<file path="config.mk">
export PLATFORM = sky130hd
export DESIGN_NAME = alu_muldiv_8bits_flat
export DESIGN_NICKNAME = d
export VERILOG_FILES = /design/src/rtl/alu_muldiv_8bits_if.sv /design/src/rtl/alu_muldiv_8bits.sv /design/src/flat_wrapper.sv
export SDC_FILE = /design/constraint.sdc
export NUM_CORES = 1
export LEC_CHECK = 0
export BUFFER_PORTS_ARGS = -buffer_cell sky130_fd_sc_hd__buf_2
export CAP_MARGIN = 20
export CORE_ASPECT_RATIO = 0.75
export CORE_MARGIN = 3
export CORE_UTILIZATION = 64
export DETAILED_ROUTE_END_ITERATION = 8
export HOLD_SLACK_MARGIN = 0.1
export PLACE_DENSITY_LB_ADDON = 0.3
export SYNTH_ARGS = -nofsm -noshare
export SYNTH_HDL_FRONTEND = slang
export SYNTH_SLANG_ARGS = --single-unit
</file>
<file path="constraint.sdc">
create_clock -name clock_alu -period 6.2 [get_ports clock_alu]
set_input_delay 0.62 -clock clock_alu [delete_from_list [all_inputs] [get_ports clock_alu]]
set_output_delay 0.62 -clock clock_alu [all_outputs]
set_load 0.05 [all_outputs]
</file>
<file path="src/rtl/alu_muldiv_8bits_if.sv">
// Request/writeback bundle between the instruction controller and the
// multiply/divide unit.
//
// Handshake: the controller raises start with op/operands/dest_address; the
// unit samples them only while idle (busy low) on a rising clock edge, then
// holds busy high until the writeback cycle completes. Operands may change
// freely after acceptance. done and write_enable pulse together for exactly
// one cycle and carry the result on write_address/write_data. A start seen
// while busy is dropped, never queued.
interface alu_muldiv_8bits_if #(
    parameter int WIDTH      = 8,
    parameter int ADDR_WIDTH = 3
);
    logic                  start;
    logic [1:0]            op;
    logic [WIDTH-1:0]      operand_a;
    logic [WIDTH-1:0]      operand_b;
    logic [ADDR_WIDTH-1:0] dest_address;
    logic                  busy;
    logic                  done;
    logic                  write_enable;
    logic [ADDR_WIDTH-1:0] write_address;
    logic [WIDTH-1:0]      write_data;
    logic                  div_by_zero;
    // Controller FSM state, exported for observation (0 IDLE, 1 RUN, 2 WRITE).
    logic [1:0]            dbg_state;

    modport master (
        output start, op, operand_a, operand_b, dest_address,
        input  busy, done, write_enable, write_address, write_data,
        input  div_by_zero, dbg_state
    );

    modport slave (
        input  start, op, operand_a, operand_b, dest_address,
        output busy, done, write_enable, write_address, write_data,
        output div_by_zero, dbg_state
    );
endinterface

</file>
<file path="src/rtl/alu_muldiv_8bits.sv">
// Multi-cycle unsigned multiply / divide unit.
// MUL uses shift-add into a double-width product register; DIV uses restoring
// division. One iteration per clock, WIDTH iterations, then one writeback
// cycle. All outputs come straight from flops.
module alu_muldiv_8bits #(
    parameter int WIDTH      = 8,
    parameter int ADDR_WIDTH = 3
) (
    input  logic                   clock_alu,
    input  logic                   reset,
    alu_muldiv_8bits_if.slave      bus
);
    localparam int CNT_W = (WIDTH > 2) ? $clog2(WIDTH) : 1;
    localparam logic [CNT_W-1:0] LAST_ITER = CNT_W'(WIDTH - 1);

    typedef enum logic [1:0] {
        ST_IDLE  = 2'd0,
        ST_RUN   = 2'd1,
        ST_WRITE = 2'd2
    } state_t;

    state_t                state_q,  state_d;
    logic [1:0]            op_q,     op_d;
    logic [WIDTH-1:0]      a_q,      a_d;
    logic [WIDTH-1:0]      b_q,      b_d;
    logic [ADDR_WIDTH-1:0] dest_q,   dest_d;
    logic [2*WIDTH-1:0]    prod_q,   prod_d;
    logic [WIDTH-1:0]      rem_q,    rem_d;
    logic [WIDTH-1:0]      quot_q,   quot_d;
    logic [CNT_W-1:0]      cnt_q,    cnt_d;
    logic                  busy_q,   busy_d;
    logic                  done_q,   done_d;
    logic                  we_q,     we_d;
    logic [ADDR_WIDTH-1:0] waddr_q,  waddr_d;
    logic [WIDTH-1:0]      wdata_q,  wdata_d;
    logic                  dbz_q,    dbz_d;

    // One datapath step, shared by every RUN iteration.
    logic [WIDTH:0]        mul_sum;
    logic [2*WIDTH-1:0]    prod_step;
    logic [WIDTH:0]        rem_shift;
    logic [WIDTH:0]        rem_diff;
    logic                  b_zero;
    logic                  rem_ge;
    logic [WIDTH-1:0]      rem_step;
    logic [WIDTH-1:0]      quot_step;
    logic [WIDTH-1:0]      result;

    // Single shift-add step and single restoring-division step.
    always_comb begin
        // Add the multiplicand into the upper half when the multiplier LSB
        // is set; the carry lands in bit WIDTH and shifts right with the rest.
        mul_sum   = {1'b0, prod_q[2*WIDTH-1:WIDTH]} +
                    (prod_q[0] ? {1'b0, a_q} : {(WIDTH+1){1'b0}});
        prod_step = {mul_sum, prod_q[WIDTH-1:1]};

        // quot_q starts as the dividend, so its MSB is the next dividend bit;
        // quotient bits shift in from the bottom as dividend bits leave.
        rem_shift = {rem_q, quot_q[WIDTH-1]};
        rem_diff  = rem_shift - {1'b0, b_q};
        b_zero    = (b_q == '0);
        // Since rem_q < divisor, a borrow out of rem_diff means "too small".
        // A zero divisor breaks that invariant; its results are forced anyway.
        rem_ge    = ~rem_diff[WIDTH] | b_zero;
        rem_step  = rem_ge ? rem_diff[WIDTH-1:0] : rem_shift[WIDTH-1:0];
        quot_step = {quot_q[WIDTH-2:0], rem_ge};

        result = '0;
        unique case (op_q)
            2'b00: result = prod_step[WIDTH-1:0];
            2'b01: result = prod_step[2*WIDTH-1:WIDTH];
            2'b10: result = b_zero ? {WIDTH{1'b1}} : quot_step;
            2'b11: result = b_zero ? a_q : rem_step;
            default: result = '0;
        endcase
    end

    // Controller next-state and registered-output computation.
    always_comb begin
        state_d = state_q;
        op_d    = op_q;
        a_d     = a_q;
        b_d     = b_q;
        dest_d  = dest_q;
        prod_d  = prod_q;
        rem_d   = rem_q;
        quot_d  = quot_q;
        cnt_d   = cnt_q;
        busy_d  = busy_q;
        done_d  = done_q;
        we_d    = we_q;
        waddr_d = waddr_q;
        wdata_d = wdata_q;
        dbz_d   = dbz_q;

        unique case (state_q)
            ST_IDLE: begin
                if (bus.start) begin
                    op_d    = bus.op;
                    a_d     = bus.operand_a;
                    b_d     = bus.operand_b;
                    dest_d  = bus.dest_address;
                    prod_d  = {{WIDTH{1'b0}}, bus.operand_b};
                    rem_d   = '0;
                    quot_d  = bus.operand_a;
                    cnt_d   = '0;
                    dbz_d   = 1'b0;
                    busy_d  = 1'b1;
                    state_d = ST_RUN;
                end
            end
            ST_RUN: begin
                prod_d = prod_step;
                rem_d  = rem_step;
                quot_d = quot_step;
                cnt_d  = cnt_q + 1'b1;
                if (cnt_q == LAST_ITER) begin
                    wdata_d = result;
                    waddr_d = dest_q;
                    we_d    = 1'b1;
                    done_d  = 1'b1;
                    dbz_d   = op_q[1] & b_zero;
                    state_d = ST_WRITE;
                end
            end
            ST_WRITE: begin
                we_d    = 1'b0;
                done_d  = 1'b0;
                busy_d  = 1'b0;
                state_d = ST_IDLE;
            end
            default: begin
                we_d    = 1'b0;
                done_d  = 1'b0;
                busy_d  = 1'b0;
                state_d = ST_IDLE;
            end
        endcase
    end

    // All state and outputs; reset drops everything immediately.
    always_ff @(posedge clock_alu or posedge reset) begin
        if (reset) begin
            state_q <= ST_IDLE;
            op_q    <= '0;
            a_q     <= '0;
            b_q     <= '0;
            dest_q  <= '0;
            prod_q  <= '0;
            rem_q   <= '0;
            quot_q  <= '0;
            cnt_q   <= '0;
            busy_q  <= 1'b0;
            done_q  <= 1'b0;
            we_q    <= 1'b0;
            waddr_q <= '0;
            wdata_q <= '0;
            dbz_q   <= 1'b0;
        end else begin
            state_q <= state_d;
            op_q    <= op_d;
            a_q     <= a_d;
            b_q     <= b_d;
            dest_q  <= dest_d;
            prod_q  <= prod_d;
            rem_q   <= rem_d;
            quot_q  <= quot_d;
            cnt_q   <= cnt_d;
            busy_q  <= busy_d;
            done_q  <= done_d;
            we_q    <= we_d;
            waddr_q <= waddr_d;
            wdata_q <= wdata_d;
            dbz_q   <= dbz_d;
        end
    end

    assign bus.busy          = busy_q;
    assign bus.done          = done_q;
    assign bus.write_enable  = we_q;
    assign bus.write_address = waddr_q;
    assign bus.write_data    = wdata_q;
    assign bus.div_by_zero   = dbz_q;
    assign bus.dbg_state     = state_q;
endmodule

</file>
<file path="src/flat_wrapper.sv">
// flat-port wrapper written by rule: the top's interface ports become plain ports
module alu_muldiv_8bits_flat 
#(
    parameter int WIDTH      = 8,
    parameter int ADDR_WIDTH = 3
)
  (clock_alu, reset, bus_start, bus_op, bus_operand_a, bus_operand_b, bus_dest_address, bus_busy, bus_done, bus_write_enable, bus_write_address, bus_write_data, bus_div_by_zero, bus_dbg_state);
  alu_muldiv_8bits_if #(.WIDTH(WIDTH), .ADDR_WIDTH(ADDR_WIDTH)) bus_i ();
  input  logic clock_alu;
  input  logic reset;
  input wire logic [$bits(bus_i.start)-1:0] bus_start;
  input wire logic [$bits(bus_i.op)-1:0] bus_op;
  input wire logic [$bits(bus_i.operand_a)-1:0] bus_operand_a;
  input wire logic [$bits(bus_i.operand_b)-1:0] bus_operand_b;
  input wire logic [$bits(bus_i.dest_address)-1:0] bus_dest_address;
  output wire logic [$bits(bus_i.busy)-1:0] bus_busy;
  output wire logic [$bits(bus_i.done)-1:0] bus_done;
  output wire logic [$bits(bus_i.write_enable)-1:0] bus_write_enable;
  output wire logic [$bits(bus_i.write_address)-1:0] bus_write_address;
  output wire logic [$bits(bus_i.write_data)-1:0] bus_write_data;
  output wire logic [$bits(bus_i.div_by_zero)-1:0] bus_div_by_zero;
  output wire logic [$bits(bus_i.dbg_state)-1:0] bus_dbg_state;
  assign bus_i.start = bus_start;
  assign bus_i.op = bus_op;
  assign bus_i.operand_a = bus_operand_a;
  assign bus_i.operand_b = bus_operand_b;
  assign bus_i.dest_address = bus_dest_address;
  assign bus_busy = bus_i.busy;
  assign bus_done = bus_i.done;
  assign bus_write_enable = bus_i.write_enable;
  assign bus_write_address = bus_i.write_address;
  assign bus_write_data = bus_i.write_data;
  assign bus_div_by_zero = bus_i.div_by_zero;
  assign bus_dbg_state = bus_i.dbg_state;
  alu_muldiv_8bits #(.WIDTH(WIDTH), .ADDR_WIDTH(ADDR_WIDTH)) u_core (.clock_alu(clock_alu), .reset(reset), .bus(bus_i));
endmodule
</file>
* After elaboration in Yosys (flattened, before gate mapping)
Index checks and enable logic that the tools add are counted.
** Storage, ports and cells
- Register bits after elaboration :: 72
- Input port bits :: 24
- Output and inout bits :: 17
- Word-level logic and storage cells :: 63
** Operators by class
- Add/subtract/negate cells :: 3
- Equality and inequality tests :: 7
- Multiplexer cells :: 23
- Bitwise logic cells :: 5
- Reduce and logical (&&, ||, !) cells :: 11
** Operators by type and width (count)
- $mux W8 :: 6
- $pmux W16 S2 :: 1
- $pmux W8 S2 :: 2
- $pmux W8 S4 :: 1
- $mux W16 :: 1
- $reduce_and A2 Y1 :: 6
- $add A8 B9 Y9 :: 1
- $sub A9 B8 Y9 :: 1
- $logic_not A8 Y1 :: 1
- $pmux W1 S2 :: 3
- $pmux W3 S2 :: 1
- $eq A2 B1 Y1 const B :: 2
- $eq A2 B2 Y1 const B :: 2
- $logic_not A2 Y1 :: 2
- $mux W1 :: 4
- $mux W2 :: 2
- $pmux W2 S2 :: 1
- $add A3 B1 Y3 const B :: 1
- $eq A3 B3 Y1 const B :: 1
- $mux W3 :: 1
- $not A1 Y1 :: 3
- $reduce_and A3 Y1 :: 1
- $ne A2 B1 Y1 const B :: 1
- $ne A2 B2 Y1 const B :: 1
- 3 further kinds :: 3

* Longest topological paths before layout
- Depth in word-level cells :: 6
- Gate-level depth with buffers :: 11
- Mapped depth without buffers :: 11

* Least setup slack after synthesis
OpenSTA, ideal clock, no wires.
- Path type :: reg-to-reg
- Start point :: reg u_core.quot_q[7]
- End point :: reg u_core.wdata_q[2], in the netlist u_core.bus.write_data[2]
- Library setup time :: 124 ps
- Arrival time :: 2384 ps
- Data required time :: 6076 ps
- Setup slack :: 3692 ps
- Stages on the path, launching flop included :: 11
- Path buffers :: 0
- Clock period less this slack :: 2508 ps
- Path through :: dfrtp_1 -> inv_1 -> ha_1 -> fa_1 -> nand2b_1 -> a211oi_4 -> mux2i_4 -> nor2_8 -> mux2i_1 -> a21oi_1 -> a211o_1
** Between the ends
- Longest elaborated chain between the ends :: 6
** RTL lines
- start: declaration :: RTL line alu_muldiv_8bits.sv:29 : logic [WIDTH-1:0] quot_q, quot_d;
- start signal: assignment :: RTL line alu_muldiv_8bits.sv:167 : quot_q <= quot_d;
- $sub A9 B8 Y9 * :: RTL line alu_muldiv_8bits.sv:60 : rem_diff = rem_shift - {1'b0, b_q};
- $not A1 Y1 :: RTL line alu_muldiv_8bits.sv:64 : rem_ge = ~rem_diff[WIDTH] | b_zero;
- $or A1 B1 Y1 :: RTL line alu_muldiv_8bits.sv:64
- $mux W8 * :: RTL line alu_muldiv_8bits.sv:65 : rem_step = rem_ge ? rem_diff[WIDTH-1:0] : rem_shift[WIDTH-1:0];
- $mux W8 * :: RTL line alu_muldiv_8bits.sv:73 : 2'b11: result = b_zero ? a_q : rem_step;
- $pmux W8 S4 * :: RTL line alu_muldiv_8bits.sv:69 : unique case (op_q)
- end signal: assignment :: RTL line alu_muldiv_8bits.sv:173 : wdata_q <= wdata_d;
- end: declaration :: RTL line alu_muldiv_8bits.sv:35 : logic [WIDTH-1:0] wdata_q, wdata_d;
Every way passes the cells marked *; elsewhere a longest branch is shown, timed or not.
A chain may end at the register's enable or synchronous reset.

* Worst setup path after layout
- Start point :: reg u_core.quot_q[7]
- End point :: reg u_core.rem_q[2]
** Between the ends
- Longest elaborated chain between the ends :: 5
** RTL lines
- $sub A9 B8 Y9 * :: RTL line alu_muldiv_8bits.sv:60
- $not A1 Y1 :: RTL line alu_muldiv_8bits.sv:64
- $or A1 B1 Y1 :: RTL line alu_muldiv_8bits.sv:64
- $mux W8 * :: RTL line alu_muldiv_8bits.sv:65
- $pmux W8 S2 * :: RTL line alu_muldiv_8bits.sv:96 : unique case (state_q)
- end signal: assignment :: RTL line alu_muldiv_8bits.sv:166 : rem_q <= rem_d;
- end: declaration :: RTL line alu_muldiv_8bits.sv:28 : logic [WIDTH-1:0] rem_q, rem_d;
Marks and branches as above.

==> impl_metrics.tcl <==
set metrics [dict create \
    synth_edf_count 0 \
    drtIter0Drc 403 \
    synth_area_sq_mm 0.00404 \
    dr.pass1.iters 5 \
    stdcell_count 579 \
    drive_gt1_frac 0.142 \
    final_common_cell "nand2_1" \
    crit_type "flop to flop" \
    fin_skew_ns 0.0131 \
    clk_pin_slew_ns 0.08 \
    htreeDepth 3 \
    max_freq_mhz 321 \
    core_area_sq_mm 0.00595 \
    post_synth_xor_area_fraction 0.0109 \
    synth_fp_nets 506 \
    synth_cells 462 \
    num_antenna_cells 0 \
    synth_compound_area_frac 0.189 \
    min_path_type "input port to flop" \
    cp_max_fo 12 \
    cts_setup_buffers 0 \
    synth-seq-cells 72 \
    yosys.area_share.simple 0.210 \
    cp.required_ns 6.41 \
    antenna_found_initial 0 \
    final_hold_viol_count 0 \
    synth-main-ff-cell "dfrtp_1" \
    routedWlPerCell_um 18.2 \
    period_minus_slack_ns 3.12 \
    first_global_vias 3369 \
    path_cells "inv_1 -> ha_1 -> fa_1 -> nand2b_1 -> a211oi_4 -> mux2i_4 -> nor3_2 -> mux2i_1 -> o21ai_1" \
    synth_top_area_share 0.447 \
    cts_resized 0 \
    worst_pin_slew_ns 1.08 \
    crit_path_end_kind "flop" \
    rsz0062_at_grt "no" \
    final_cell_mix "103 x nand2_1, 72 x dfrtp_1, 44 x o21ai_0" \
    cts_root_buffer "clkbuf_8" \
    nFillCells 433 \
    grt_pass1_wl_um 17100 \
    finalMaxSlewViolations 0 \
    synthMuxAreaShare 0.0357 \
    synthArstFlopShare 1.00 \
    dp.cells 562 \
    ant_nets 0 \
    period_share 0.503 \
    status "complete, no violations" \
    synth-adder-area-share 0.0657 \
    ctsHoldBuffers 0 \
    syn_avg_cell_area_sq_um 8.73 \
    start_util 0.679 \
    hpwl_um 7490 \
    final_nets 540 \
    grt_start_max_net_pins 73 \
    routed_wl_um 10500 \
    cap_violations 0 \
    cp-start-kind "flop" \
    fp-row-count 24 \
    grt_use_total 0.303 \
    yosysTopAreaCell "dfrtp_1" \
    areaGrowthSynthToFinish_pct 11.9 \
    path_buf_inv 1 \
    synth_top_family_by_area "simple AND/OR/NAND/NOR gates" \
    boundaryPins 41 \
    arrival_ns 3.33 \
    cts_tree "done" \
    vias 3589 \
    die_x_um 97.7 \
    fp.dieH_um 74.8 \
    yosys_warnings 0 \
    slew_headroom 0.274 \
    synth_cell_type_count 50 \
    clock_latency_ns 0.35 \
    drc 0 \
    clockBufferDepth 2 \
    setup_viol 0 \
    crit_family "simple AND/OR/NAND/NOR gates" \
    numClockSinks 72 \
    portBuffers 40 \
    max_stage_delay_ns 0.88 \
    critical-path-slowest-cell "nor3_2" \
    setup_tns_ns 0 \
    yosysSeqAreaShare 0.447 \
    viasPerCell 6.20 \
    gp_congestion 0.874 \
    dieArea_sq_mm 0.00730 \
    cts_made_buffers 9 \
    grt-ovfl-total 0 \
    synth_area_leaders "dfrtp_1 45%, nand2_1 9.6%, ha_1 5.6%" \
]
[worst reg2reg max path: stages, from the launching register on]
cell and delay (ns):
dfrtp_1 0.36, inv_1 0.08, ha_1 0.23, fa_1 0.41, nand2b_1 0.24, a211oi_4 0.28, mux2i_4 0.14, nor3_2 0.88
mux2i_1 0.30, o21ai_1 0.09
[registers in the layout, summed over array words and instances, names as in the netlist]
| signal | flops |
|---|---|
| u_core.a_q | 8 |
| u_core.bus.dbg_state | 2 |
| u_core.rem_q | 8 |
| u_core.bus.write_address | 3 |
| u_core.op_q | 2 |
| u_core.quot_q | 8 |
| u_core.bus.busy | 1 |
| u_core.prod_q | 16 |
| u_core.bus.done | 1 |
| u_core.bus.div_by_zero | 1 |
| u_core.bus.write_data | 8 |
| u_core.cnt_q | 3 |
| u_core.dest_q | 3 |
| u_core.b_q | 8 |
[per-stage QoR]
stage	util	instance area [sq um]	hold WS [ns]	worst slack, ns
finish	0.759	4520	0.465	3.08
global route	0.759	4520	0.460	2.96
CTS	0.758	4510	0.463	3.13
detailed placement	0.720	4280	0.456	3.20
global placement	0.720	4280	0.449	3.32
floorplan	-	4040	0.439	3.69
[cell type report]
cell class	count	area, sq um	area share
tap	78	97.6	0.0216
clock buffer	9	124	0.0274
inverter	20	75.1	0.0166
clock inverter	7	103	0.0227
multi-input combinational	347	2070	0.458
sequential	72	1800	0.399
timing repair buffer	46	245	0.0543
[path summary, 6_finish.rpt]
| check | start | end | slack, ns | cells after the start |
|---|---|---|---|---|
| min in group asynchronous | reset | u_core.bus.dbg_state[1] | 0.54 | 3 |
| worst max register to register | u_core.quot_q[7] | u_core.rem_q[2] | 3.08 | 9 |
| worst max-delay path | u_core.quot_q[7] | u_core.rem_q[2] | 3.08 | 9 |
| max in group asynchronous | reset | u_core.b_q[1] | 5.10 | 3 |
| worst min-delay path | bus_dest_address[1] | u_core.dest_q[1] | 0.47 | 3 |
| worst min register to register | u_core.dest_q[1] | u_core.bus.write_address[1] | 0.47 | 2 |
[per-layer routing]
layer | vias up | GRT usage | share of wire
li1 | 1680 | - | -
met2 | 178 | 0.472 | 0.45
met1 | 1710 | 0.437 | 0.44
met3 | 21 | 0.0685 | 0.097
met5 | - | 0 | 0
met4 | 0 | 0.0799 | 0.016
[cells by family after synthesis]
family                     after synthesis
AOI/OAI and AO/OA                      119
xor gates and xnor gates                 5
adders and majority gates               20
buffers and inverters                   43
DFF                                     72
muxes                                   13
and+or+nand+nor                        190
[cells in the mapped netlist, drive strengths merged, types with 3 or more instances]
cell     number
a21o          5
xor2          3
clkbuf       20
o21a          5
buf           3
a2111oi       3
a22oi         8
dfrtp        72
or3           4
nor4          3
nand2       103
nor3          9
o31a          4
mux2i        12
o21ai        50
and2          9
inv          20
ha           18
a2bb2oi       3
a211oi        5
nand2b        3
nor2         25
nand3        28
a21oi        20
Power is not shown: default switching activity piles up to over one toggle a cycle in this logic, so the estimate is an artifact.
